**src/rtl/control_path.sv**
```systemverilog
// control_path: sequencer for the matrix-multiplier core.
// After reset it fills matrices A and B with a fixed pattern. It then computes
// C = A x B one element at a time. The multiply and the accumulate are done
// internally, and each result is written to C.
//
// Optional feature macro: CTRL_READBACK_EN. When defined, C is swept once with
// read strobes after the last write, before the block parks in DONE.
//
// Ports
//   clk, reset_n                     clock; asynchronous active-low reset
//   en_ReadMat_{A,B,C}               memory read strobes
//   en_WriteMat_{A,B,C}              memory write strobes
//   rowAddr_*/colAddr_*              element address (0 when not strobed)
//   writeData_{A,B,C}                write data (0 when not writing)
//   readData_{A,B}                   memory read data, valid the cycle after a read
//   readData_C                       accepted, not used
//   en_Mux                           accumulator source: 0 = zero, 1 = feedback
//   en_PPReg / en_FDReg              partial-product / accumulator load enables
//
// state    | meaning
// ---------+--------------------------------------------------------------
// IDLE     | one cycle after reset release, all outputs 0
// INIT     | write A(n)=n, B(n)=N*N-1-n for n = 0..N*N-1, row-major
// RD       | read A(i,k) and B(k,j)
// MUL      | readData valid; pp <= A*B (truncated)
// ACC      | acc <= (k==0 ? 0 : acc) + pp; loop to RD or go to WR
// WR       | write acc to C(i,j); next element, or finish
// READBACK | sweep C with read strobes (CTRL_READBACK_EN only)
// DONE     | all strobes 0 until reset
module control_path #(
  parameter int DATA_WIDTH = 8,
  parameter int N          = 4
) (
  input  logic                  clk,
  input  logic                  reset_n,
  output logic                  en_ReadMat_A,
  output logic                  en_ReadMat_B,
  output logic                  en_ReadMat_C,
  output logic                  en_WriteMat_A,
  output logic                  en_WriteMat_B,
  output logic                  en_WriteMat_C,
  output logic [3:0]            rowAddr_A,
  output logic [3:0]            colAddr_A,
  output logic [3:0]            rowAddr_B,
  output logic [3:0]            colAddr_B,
  output logic [3:0]            rowAddr_C,
  output logic [3:0]            colAddr_C,
  output logic [DATA_WIDTH-1:0] writeData_A,
  output logic [DATA_WIDTH-1:0] writeData_B,
  output logic [DATA_WIDTH-1:0] writeData_C,
  input  logic [DATA_WIDTH-1:0] readData_A,
  input  logic [DATA_WIDTH-1:0] readData_B,
  input  logic [DATA_WIDTH-1:0] readData_C,
  output logic                  en_Mux,
  output logic                  en_PPReg,
  output logic                  en_FDReg
);

  typedef enum logic [2:0] {IDLE, INIT, RD, MUL, ACC, WR, READBACK, DONE} state_t;

  localparam logic [3:0] LAST_IDX = 4'(N - 1);
  localparam logic [7:0] LAST_N   = 8'(N * N - 1);

  state_t                state;
  logic                  idleDone;
  logic [7:0]            n;
  logic [3:0]            i, j, k;
  logic [DATA_WIDTH-1:0] pp, acc, accSum;
  logic [3:0]            nextRow, nextCol;
  logic                  lastElem;
  logic                  unusedReadC;

  assign unusedReadC = ^readData_C;

  // (i,j) doubles as the row/col walker for INIT and READBACK, which avoids a
  // divide/modulo by N.
  always_comb begin
    nextCol  = (j == LAST_IDX) ? 4'd0 : j + 4'd1;
    nextRow  = (j == LAST_IDX) ? i + 4'd1 : i;
    lastElem = (i == LAST_IDX) && (j == LAST_IDX);
    accSum   = (k == 4'd0) ? pp : acc + pp;
  end

  // Outputs are registered: each branch loads the values the next state shows.
  always_ff @(posedge clk or negedge reset_n) begin
    if (!reset_n) begin
      state         <= IDLE;
      idleDone      <= 1'b0;
      n             <= '0;
      i             <= '0;
      j             <= '0;
      k             <= '0;
      pp            <= '0;
      acc           <= '0;
      en_ReadMat_A  <= 1'b0;
      en_ReadMat_B  <= 1'b0;
      en_ReadMat_C  <= 1'b0;
      en_WriteMat_A <= 1'b0;
      en_WriteMat_B <= 1'b0;
      en_WriteMat_C <= 1'b0;
      rowAddr_A     <= '0;
      colAddr_A     <= '0;
      rowAddr_B     <= '0;
      colAddr_B     <= '0;
      rowAddr_C     <= '0;
      colAddr_C     <= '0;
      writeData_A   <= '0;
      writeData_B   <= '0;
      writeData_C   <= '0;
      en_Mux        <= 1'b0;
      en_PPReg      <= 1'b0;
      en_FDReg      <= 1'b0;
    end else begin
      en_ReadMat_A  <= 1'b0;
      en_ReadMat_B  <= 1'b0;
      en_ReadMat_C  <= 1'b0;
      en_WriteMat_A <= 1'b0;
      en_WriteMat_B <= 1'b0;
      en_WriteMat_C <= 1'b0;
      rowAddr_A     <= '0;
      colAddr_A     <= '0;
      rowAddr_B     <= '0;
      colAddr_B     <= '0;
      rowAddr_C     <= '0;
      colAddr_C     <= '0;
      writeData_A   <= '0;
      writeData_B   <= '0;
      writeData_C   <= '0;
      en_Mux        <= 1'b0;
      en_PPReg      <= 1'b0;
      en_FDReg      <= 1'b0;
      case (state)
        IDLE: begin
          idleDone <= 1'b1;
          if (idleDone) begin
            state         <= INIT;
            n             <= '0;
            i             <= '0;
            j             <= '0;
            en_WriteMat_A <= 1'b1;
            en_WriteMat_B <= 1'b1;
            writeData_B   <= DATA_WIDTH'(LAST_N);
          end
        end
        INIT: begin
          if (n == LAST_N) begin
            state        <= RD;
            i            <= '0;
            j            <= '0;
            k            <= '0;
            en_ReadMat_A <= 1'b1;
            en_ReadMat_B <= 1'b1;
          end else begin
            n             <= n + 8'd1;
            i             <= nextRow;
            j             <= nextCol;
            en_WriteMat_A <= 1'b1;
            en_WriteMat_B <= 1'b1;
            rowAddr_A     <= nextRow;
            colAddr_A     <= nextCol;
            rowAddr_B     <= nextRow;
            colAddr_B     <= nextCol;
            writeData_A   <= DATA_WIDTH'(n + 8'd1);
            writeData_B   <= DATA_WIDTH'(LAST_N - n - 8'd1);
          end
        end
        RD: begin
          state    <= MUL;
          en_PPReg <= 1'b1;
        end
        MUL: begin
          pp       <= DATA_WIDTH'(readData_A * readData_B);
          state    <= ACC;
          en_FDReg <= 1'b1;
          en_Mux   <= (k != 4'd0);
        end
        ACC: begin
          acc <= accSum;
          if (k != LAST_IDX) begin
            k            <= k + 4'd1;
            state        <= RD;
            en_ReadMat_A <= 1'b1;
            en_ReadMat_B <= 1'b1;
            rowAddr_A    <= i;
            colAddr_A    <= k + 4'd1;
            rowAddr_B    <= k + 4'd1;
            colAddr_B    <= j;
          end else begin
            state         <= WR;
            en_WriteMat_C <= 1'b1;
            rowAddr_C     <= i;
            colAddr_C     <= j;
            writeData_C   <= accSum;
          end
        end
        WR: begin
          k <= '0;
          if (lastElem) begin
`ifdef CTRL_READBACK_EN
            state        <= READBACK;
            n            <= '0;
            i            <= '0;
            j            <= '0;
            en_ReadMat_C <= 1'b1;
`else
            state <= DONE;
`endif
          end else begin
            i            <= nextRow;
            j            <= nextCol;
            state        <= RD;
            en_ReadMat_A <= 1'b1;
            en_ReadMat_B <= 1'b1;
            rowAddr_A    <= nextRow;
            colAddr_B    <= nextCol;
          end
        end
`ifdef CTRL_READBACK_EN
        READBACK: begin
          if (n == LAST_N) begin
            state <= DONE;
          end else begin
            n            <= n + 8'd1;
            i            <= nextRow;
            j            <= nextCol;
            en_ReadMat_C <= 1'b1;
            rowAddr_C    <= nextRow;
            colAddr_C    <= nextCol;
          end
        end
`endif
        DONE: ;
        default: state <= DONE;
      endcase
    end
  end

endmodule

```
**config.mk**
```make
export PLATFORM = sky130hd
export DESIGN_NAME = control_path
export DESIGN_NICKNAME = d
export VERILOG_FILES = /design/src/rtl/control_path.sv
export SDC_FILE = /design/constraint.sdc
export NUM_CORES = 1
export LEC_CHECK = 0
export CORE_ASPECT_RATIO = 1.1
export CORE_MARGIN = 4
export CORE_UTILIZATION = 35
export CTS_CLUSTER_DIAMETER = 120
export DETAILED_ROUTE_END_ITERATION = 10
export PLACE_DENSITY = 0.52
export SLEW_MARGIN = 30
export SYNTH_ARGS = -nofsm -noshare
export SYNTH_HDL_FRONTEND = slang
export SYNTH_SLANG_ARGS = --single-unit
export TNS_END_PERCENT = 10
```
**constraint.sdc**
```tcl
create_clock -name clk -period 3.65 [get_ports clk]
set_input_delay 0.5475 -clock clk [delete_from_list [all_inputs] [get_ports clk]]
set_output_delay 0.5475 -clock clk [all_outputs]
set_load 0.005 [all_outputs]
```
# Yosys cells after proc, flatten, opt, wreduce, memory -nomap -nowiden
# Index checks and enable logic that the tools add are counted.
# classes
addsub	7
mux	53
eq_ne	15
n_bitwise	1
mul	1
reduce_logical	11
# ops
op	n
two-way mux 4 bit	19
two-way mux 8 bit	8
one-hot mux 4 bit (3 select lines)	5
one-hot mux 8 bit (2 select lines)	2
one-hot mux 3 bit (7 select lines)	1
one-hot mux 4 bit (2 select lines)	2
adder 4 x 1 -> 4 bit (second input constant)	3
two-way mux 3 bit	4
AND reduction 3 bit	4
two-way mux 1 bit	10
!= test 2 bit (second input constant)	5
== test 3 bit (second input constant)	3
adder 8 x 1 -> 8 bit (second input constant)	1
adder 8 bit	1
== test 4 x 2 -> 1 bit (second input constant)	2
== test 8 x 4 -> 1 bit (second input constant)	1
multiplier 8 x 8 -> 8 bit	1
subtractor 4 x 8 -> 8 bit (first input constant)	1
subtractor 8 x 1 -> 8 bit (second input constant)	1
== test 3 x 2 -> 1 bit (second input constant)	2
nonzero test 3 bit	2
zero test 4 bit	1
!= test 4 x 2 -> 1 bit (second input constant)	1
nonzero test 4 bit	1
other kinds (7)	7
# totals
out_inout_bits	57
input_bits	26
elab_cells	111
ff_bits	94

# Depth between registers and ports, before layout
# Gate-level depths: netlist of run 1.
# depth
depth_word	4
ltp_mapped	13
ltp_nobuf	13

# Least setup slack after synthesis of run 1
# Ideal clock, no wire load.
# synth_path
path_kind	input-to-reg
start	in readData_B[4]
end	reg pp[7]
stages	13
t_arrival_ps	3499
setup_time_ps	136
n_path_buf	0
required_ps	3514
setup_slack_ps	14
path_cell_list	and2_1 -> fa_1 -> fa_1 -> ha_1 -> inv_1 -> fa_1 -> inv_1 -> ha_1 -> a21o_1 -> a21oi_1 -> xnor2_1 -> xnor2_1 -> o21ai_0
# synth_via
elab_chain_cells	1
# synth_rtl
element	line_no	text
start, declared	52	input logic [DATA_WIDTH-1:0] readData_B,
multiplier 8 x 8 -> 8 bit	172	pp <= DATA_WIDTH'(readData_A * readData_B);
end signal, assigned	172	
end, declared	68	logic [DATA_WIDTH-1:0] pp, acc, accSum;
# No other way between the ends.
# A chain may end at the register's enable or synchronous reset.

# Worst setup path after layout of run 1
# layout_path
start	in readData_B[3]
end	reg pp[7]
# Same word-level chain as after synthesis.

==> results of run 1 <==
kinds of logic after synthesis:
group	synth area share
other	0.0007377
muxes	0.01403
and+or+nand+nor	0.1846
DFF	0.4627
buffers and inverters	0.04528
adders and majority gates	0.1201
xor gates and xnor gates	0.06202
AOI/OAI and AO/OA	0.1105
Yosys cell counts, types with 2 or more instances:
cell type and count:
nand2b_1 3, nor3b_1 3, a31oi_1 3, nor2b_1 2, o32ai_1 2, o22ai_1 2
o31ai_1 2, and3_1 6, xnor2_1 21, a21o_1 13, and2_1 34, mux2i_1 6
a211oi_1 2, xor2_1 15, buf_6 2, nor3_1 9, o21ai_0 48, nor2_1 34
nand2_1 81, fa_1 13, dfrtp_1 94, buf_2 4, ha_1 28, o21a_1 2
or3_1 3, a21oi_1 17, or2_2 2, clkbuf_1 12, nand3_1 8, inv_1 30
buf_4 3
area by class of cell:
| class | instances | area share |
|---|---|---|
| Multi-Input combinational cell | 376 | 0.3936 |
| Timing Repair Buffer | 92 | 0.1330 |
| Sequential cell | 94 | 0.3660 |
| Tap cell | 188 | 0.03660 |
| Clock inverter | 7 | 0.01771 |
| Inverter | 31 | 0.01810 |
| Clock buffer | 9 | 0.03504 |
cell usage in the layout, fill, tap and decap left out, types with 4 or more instances in the layout:
| cell | Yosys | final |
|---|---|---|
| buf_4 | 3 | 19 |
| xor2_1 | 15 | 15 |
| nor2_1 | 34 | 34 |
| dlygate4sd2_1 | 0 | 4 |
| nand2_1 | 81 | 81 |
| ha_1 | 28 | 27 |
| and3_1 | 6 | 6 |
| a21oi_1 | 17 | 16 |
| and2_4 | 1 | 4 |
| inv_1 | 30 | 29 |
| nor3_1 | 9 | 9 |
| a21o_1 | 13 | 13 |
| dfrtp_1 | 94 | 94 |
| clkbuf_16 | 0 | 9 |
| mux2i_1 | 6 | 6 |
| o21ai_0 | 48 | 47 |
| fa_1 | 13 | 11 |
| nand3_1 | 8 | 8 |
| xnor2_1 | 21 | 21 |
| clkdlybuf4s50_1 | 0 | 65 |
| and2_1 | 34 | 31 |
repair_timing:
item,in CTS,in global routing
hold buffers,0,0
endpoints found under the setup margin,2,2
resized for setup,11,11
pin swaps,1,5
worst min path at each step:
stage	startpoint	to	depth (start not counted)
floorplan	reset_n	acc[0]	0
global placement	acc[0]	acc[0]	2
detailed placement	acc[4]	acc[4]	2
CTS	reset_n	k[1]	1
global route	reset_n	writeData_B[5]	1
finish	reset_n	en_WriteMat_B	1
state kept, by name (all words and copies together), names as in the netlist, 3 cells and up:
name,flops
j,4
rowAddr_A,4
state,3
i,4
rowAddr_C,4
rowAddr_B,4
n,8
k,4
acc,8
writeData_B,8
colAddr_C,4
pp,8
colAddr_B,4
writeData_C,8
colAddr_A,4
writeData_A,8
routing by layer:
layer,wire (um),vias up
li1,-,1887
met1,4876,1801
met2,5365,69
met3,438,11
met4,148,0
met5,0,-
per-stage QoR:
stage | setup slack (ns) | utilization
2_1_floorplan | 0.01439 | -
3_3_place_gp | -0.5254 | 0.4334
3_5_place_dp | -0.5948 | 0.4336
4_1_cts | 0.009340 | 0.4580
5_1_grt | 0.01786 | 0.4585
6_report | 0.1635 | 0.4585
worst max-delay path: stages:
cell and delay, ns:
dlygate4sd2_1 0.28, and2_4 0.18, fa_2 0.36, fa_1 0.48, ha_1 0.29, inv_1 0.05
fa_1 0.52, inv_1 0.04, ha_1 0.30, a21o_1 0.19, a21oi_2 0.12, xnor2_1 0.14
xnor2_1 0.13, o21ai_1 0.07
report_power, final:
part           switching (mW)  internal [mW]  leakage (nW)  total, mW
Combinational           0.398          0.383          1.72      0.781
Sequential             0.0560           1.11          1.24       1.16
Clock                   0.431          0.618         0.166       1.05
==> impl_metrics.json, run 1 <==
{
  "holdCritPathClass": "in2async",
  "fin_crit_sh": 0.9552,
  "die_area_sq_mm": 0.01652,
  "netlist_top_cells_area": "dfrtp_1, ha_1, nand2_1",
  "antenna_found_initial": 0,
  "die_x_um": 122.9,
  "timing.fmax_mhz": 286.8,
  "grt_pass1_wl_um": 18650,
  "core_sq_mm": 0.01402,
  "tightest_slew_ns": 0.7517,
  "start_util": 0.3626,
  "setup_violations": 0,
  "final_antenna_net_count": 0,
  "cts_max_level": 3,
  "maxCapViolCount": 0,
  "endpoint": "pp[7]",
  "syn_nets": 590,
  "track_usage": 0.1419,
  "use_met2": 0.2391,
  "cts_buffer_depth": 2,
  "drt_iter0_markers": 185,
  "grt_max_degree": 80,
  "synth_top_area_cell": "dfrtp_1",
  "row_count": 45,
  "relSlewSlack": 0.4989,
  "finalCriticalPeriod_ns": 3.486,
  "placed_cell_area_sq_mm": 0.006080,
  "cts_tree": "done",
  "via_per_inst": 4.728,
  "synth_cell_types": 50,
  "diodes": 0,
  "vias": 3768,
  "regToRegStartpoint": "state[2]",
  "yosys.area.top_type_share": 0.4627,
  "fin_setup_tns_ns": 0,
  "dp.cells": 781,
  "yosys_warnings": 0,
  "layout-drive-gt1-share": 0.09195,
  "seq_area_sq_mm": 0.002352,
  "grt-busiest-layer": "met2",
  "whs_ns": 0.2290,
  "nNetsFinal": 671,
  "power.total_mw": 2.992,
  "netlist_instances": 523,
  "clock_latency_ns": 0.35,
  "r2r-end": "colAddr_A[1]",
  "reg2reg_depth": 4,
  "fin_cells": 797,
  "cts_setup_buffers": 0,
  "seq_area_frac_synth": 0.4627,
  "leakage_nw": 3.125,
  "routed_wl_um": 10830,
  "required_ns": 3.87,
  "startpoint_type": "input port",
  "die_h_um": 134.4,
  "ios": 83,
  "use_met1": 0.1803,
  "powerDensity_mw_per_mm2": 465.6,
  "multi_input_area_sq_mm": 0.002530,
  "async_reset_ff_frac": 1.000,
  "clk_pin_slew_ns": 0.07,
  "hold_viol": 0,
  "syn_area_sq_mm": 0.005084,
  "worst-path-max-fanout": 5,
  "avgSynthCellArea_sq_um": 9.720,
  "worstSetupPathType": "in2reg",
  "ir_worst_vdd_v": 0.0002215,
  "rsz0062_at_grt": "no",
  "cp.arrival_ns": 3.71,
  "drv_slew": 0,
  "grt_pass1_vias": 3903,
  "drc": 0,
  "grt_use_met3": 0.03037,
  "n_fill_cell": 1329,
  "port_buffers": 73,
  "synth_ff_type": "dfrtp_1",
  "routedWlPerCell_um": 13.59,
  "clock-sinks": 94,
  "root_buffer": "clkbuf_16",
  "synth-edff-count": 0,
  "grt_overflow": 0,
  "dp_hpwl_um": 8036,
  "cts_buffers": 9,
  "crit_path_end_kind": "flip-flop",
  "ys_ff_latch": 94,
  "status": "completed",
  "r2r_slack_ns": 1.19,
  "design_area_sq_mm": 0.006427,
  "drt_pass1_iterations": 4,
  "syn2layout_area_growth_pct": 26.43,
  "skew_ns": 0.008527,
  "critPathLaunch": "readData_B[3]",
  "place.gp.congestion": 0.8616
}
(Power assumes the default switching activity.)
==> inputs of run 2 (changes only) <==
--- a/config.mk
+++ b/config.mk
@@ -5,8 +5,8 @@
 export SDC_FILE = /design/constraint.sdc
 export NUM_CORES = 1
 export LEC_CHECK = 0
+export ABC_CLOCK_PERIOD_IN_PS = 3650
 export CORE_ASPECT_RATIO = 1.1
-export CORE_MARGIN = 4
 export CORE_UTILIZATION = 35
 export CTS_CLUSTER_DIAMETER = 120
 export DETAILED_ROUTE_END_ITERATION = 10
==> run 2 against run 1 <==
Effect of this change:
- die area fell by 9.1%
- largest power group unchanged
- hold slack worse by 0.040 ns
- total power down 2.6%
==> impl_metrics.json, run 2 (synthesized netlist as in run 1, its figures left out) <==
{
  "clk_pin_slew_ns": 0.07,
  "path_cells": "dlygate4sd2_1 > and2_4 > fa_2 > fa_1 > ha_1 > inv_1 > fa_1 > inv_1 > ha_1 > a21o_1 > a21oi_4 > xnor2_1 > xnor2_1 > o21ai_1",
  "n_fill_cell": 1397,
  "layout-drive-gt1-share": 0.08852,
  "placed_cell_area_sq_mm": 0.006083,
  "place.gp.congestion": 0.8101,
  "vias": 3782,
  "drv_slew": 0,
  "relSlewSlack": 0.5064,
  "cts_tree": "done",
  "r2r_slack_ns": 1.24,
  "grt_pass1_wl_um": 17700,
  "timing.fmax_mhz": 286.2,
  "die_h_um": 128.4,
  "port_buffers": 73,
  "routed_wl_um": 10320,
  "cts_setup_buffers": 0,
  "syn2layout_area_growth_pct": 26.41,
  "cts_buffers": 9,
  "final_common_cell": "dfrtp_1",
  "crit_path_end_kind": "flip-flop",
  "cts_max_level": 3,
  "status": "completed",
  "drt_pass1_iterations": 4,
  "worst-path-buf-inv": 3,
  "routedWlPerCell_um": 12.93,
  "grt_pass1_vias": 3781,
  "die_area_sq_mm": 0.01501,
  "regToRegStartpoint": "state[2]",
  "cp_slowest_stage_delay_ns": 0.52,
  "fin_crit_sh": 0.9573,
  "holdCritPathClass": "in2async",
  "grt_max_degree": 45,
  "path_delay_family": "adder cells",
  "diodes": 0,
  "ir_worst_vdd_v": 0.0001976,
  "root_buffer": "clkbuf_16",
  "worst_slack_ns": 0.1557,
  "core_sq_mm": 0.01396,
  "nNetsFinal": 672,
  "worstSetupPathType": "in2reg",
  "antenna_found_initial": 0,
  "drt_iter0_markers": 147,
  "final_cell_mix": "dfrtp_1, nand2_1, clkdlybuf4s50_1, o21ai_0, nor2_1",
  "pre_cts_ws_ns": -0.5995,
  "row_count": 45,
  "p_int_mw": 2.049,
  "die_x_um": 116.9,
  "cts_buffer_depth": 2,
  "r2r-end": "colAddr_A[2]",
  "worst-path-max-fanout": 4,
  "powerDensity_mw_per_mm2": 453.6,
  "clock-sinks": 94,
  "p_comb_frac": 0.269,
  "start_util": 0.3641,
  "skew_ns": 0.01130,
  "design_area_sq_mm": 0.006426,
  "maxCapViolCount": 0,
  "required_ns": 3.86,
  "via_per_inst": 4.739,
  "seq_power_share": 0.399,
  "startpoint_type": "input port",
  "tightest_slew_ns": 0.7404,
  "slowest_stage": "fa_1",
  "ios": 83,
  "leakage_nw": 3.126,
  "reg2reg_depth": 4,
  "final_antenna_net_count": 0,
  "finalCriticalPeriod_ns": 3.494,
  "postCtsHoldBufs": 0,
  "grt_overflow": 0,
  "endpoint": "pp[7]",
  "dp_hpwl_um": 7771,
  "rsz0062_at_grt": "no",
  "clockPowerShare": 0.332,
  "hold_viol": 0,
  "track_usage": 0.1510,
  "drc": 0,
  "setup_violations": 0,
  "p_switching_uw": 865.5,
  "clock_latency_ns": 0.35,
  "switching_share": 0.2969,
  "worst-path-stages": 14,
  "critPathLaunch": "readData_B[4]",
  "cp.arrival_ns": 3.70
}
## run 2: cell types whose count changed in the layout (fill, tap and decap cells not counted), sizes merged, moves of 2 or more
cell / delta
inv: -3
clkbuf: -2
clkinvlp: +2
dlygate4sd2: +2
dlymetal6s2s: +2
## run 2: final cells by class
class                   count  area, sq um  area share
multi-input cells         376         2537      0.3949
flip-flops and latches     94         2352      0.3660
repair buffers             93        875.8      0.1363
clock buffers              10        239.0     0.03719
well taps                 188        235.2     0.03660
inverters                  31        116.4     0.01811
clock inverters             6        70.07     0.01090
## run 2: metrics by stage
| step | instances | hold slack [ns] | util | setup TNS (ns) | power (mW) |
|---|---|---|---|---|---|
| floorplan | 523 | 0.2519 | - | 0 | 1.739 |
| global placement | 782 | 0.4668 | 0.4357 | -1.124 | 1.926 |
| finish | 798 | 0.1890 | 0.4602 | 0 | 2.915 |
| CTS | 798 | 0.1993 | 0.4591 | 0 | 2.938 |
| global route | 798 | 0.2424 | 0.4602 | 0 | 3.114 |
| detailed placement | 782 | 0.4824 | 0.4357 | -1.268 | 1.955 |
## run 2: routing by layer
metal	vias to the layer above	global-route usage	share of wire
li1	1887	-	-
met1	1809	0.1918	0.47
met2	71	0.2562	0.48
met3	15	0.02638	0.036
met4	0	0.05659	0.017
met5	-	0	0
## run 2: worst register-to-register path, cell delays in order, from the launching register on
cell	delay, ns
dfrtp_1	0.69
nand2_1	0.50
a21oi_1	0.74
nand2_1	0.23
o21ai_0	0.16
## run 2: how the worst min path moves through the flow
stage / startpoint / slack (ns) / cells after the start / to
after CTS: reset_n / 0.20 / 1 / en_WriteMat_B
after detailed placement: acc[2] / 0.48 / 2 / acc[2]
final: reset_n / 0.19 / 1 / colAddr_C[3]
after floorplan: reset_n / 0.25 / 0 / acc[0]
after global routing: reset_n / 0.24 / 1 / colAddr_C[3]
after global placement: acc[0] / 0.47 / 2 / acc[0]
## run 2: power groups by stage
| stage | Combinational (mW) | Sequential [mW] | Clock (mW) |
|---|---|---|---|
| 2_1_floorplan | 0.577 | 1.16 | 0 |
| 4_1_cts | 0.785 | 1.17 | 0.987 |
| 3_5_place_dp | 0.769 | 1.19 | 0 |
| 5_1_grt | 0.912 | 1.17 | 1.03 |
| 3_3_place_gp | 0.743 | 1.18 | 0 |
| 6_report | 0.784 | 1.16 | 0.967 |
## run 2: repair_timing
action | in CTS | in global routing
gates cloned | 0 | 0
resized for setup | 12 | 6
pin swaps | 5 | 10
setup endpoints to repair | 2 | 2
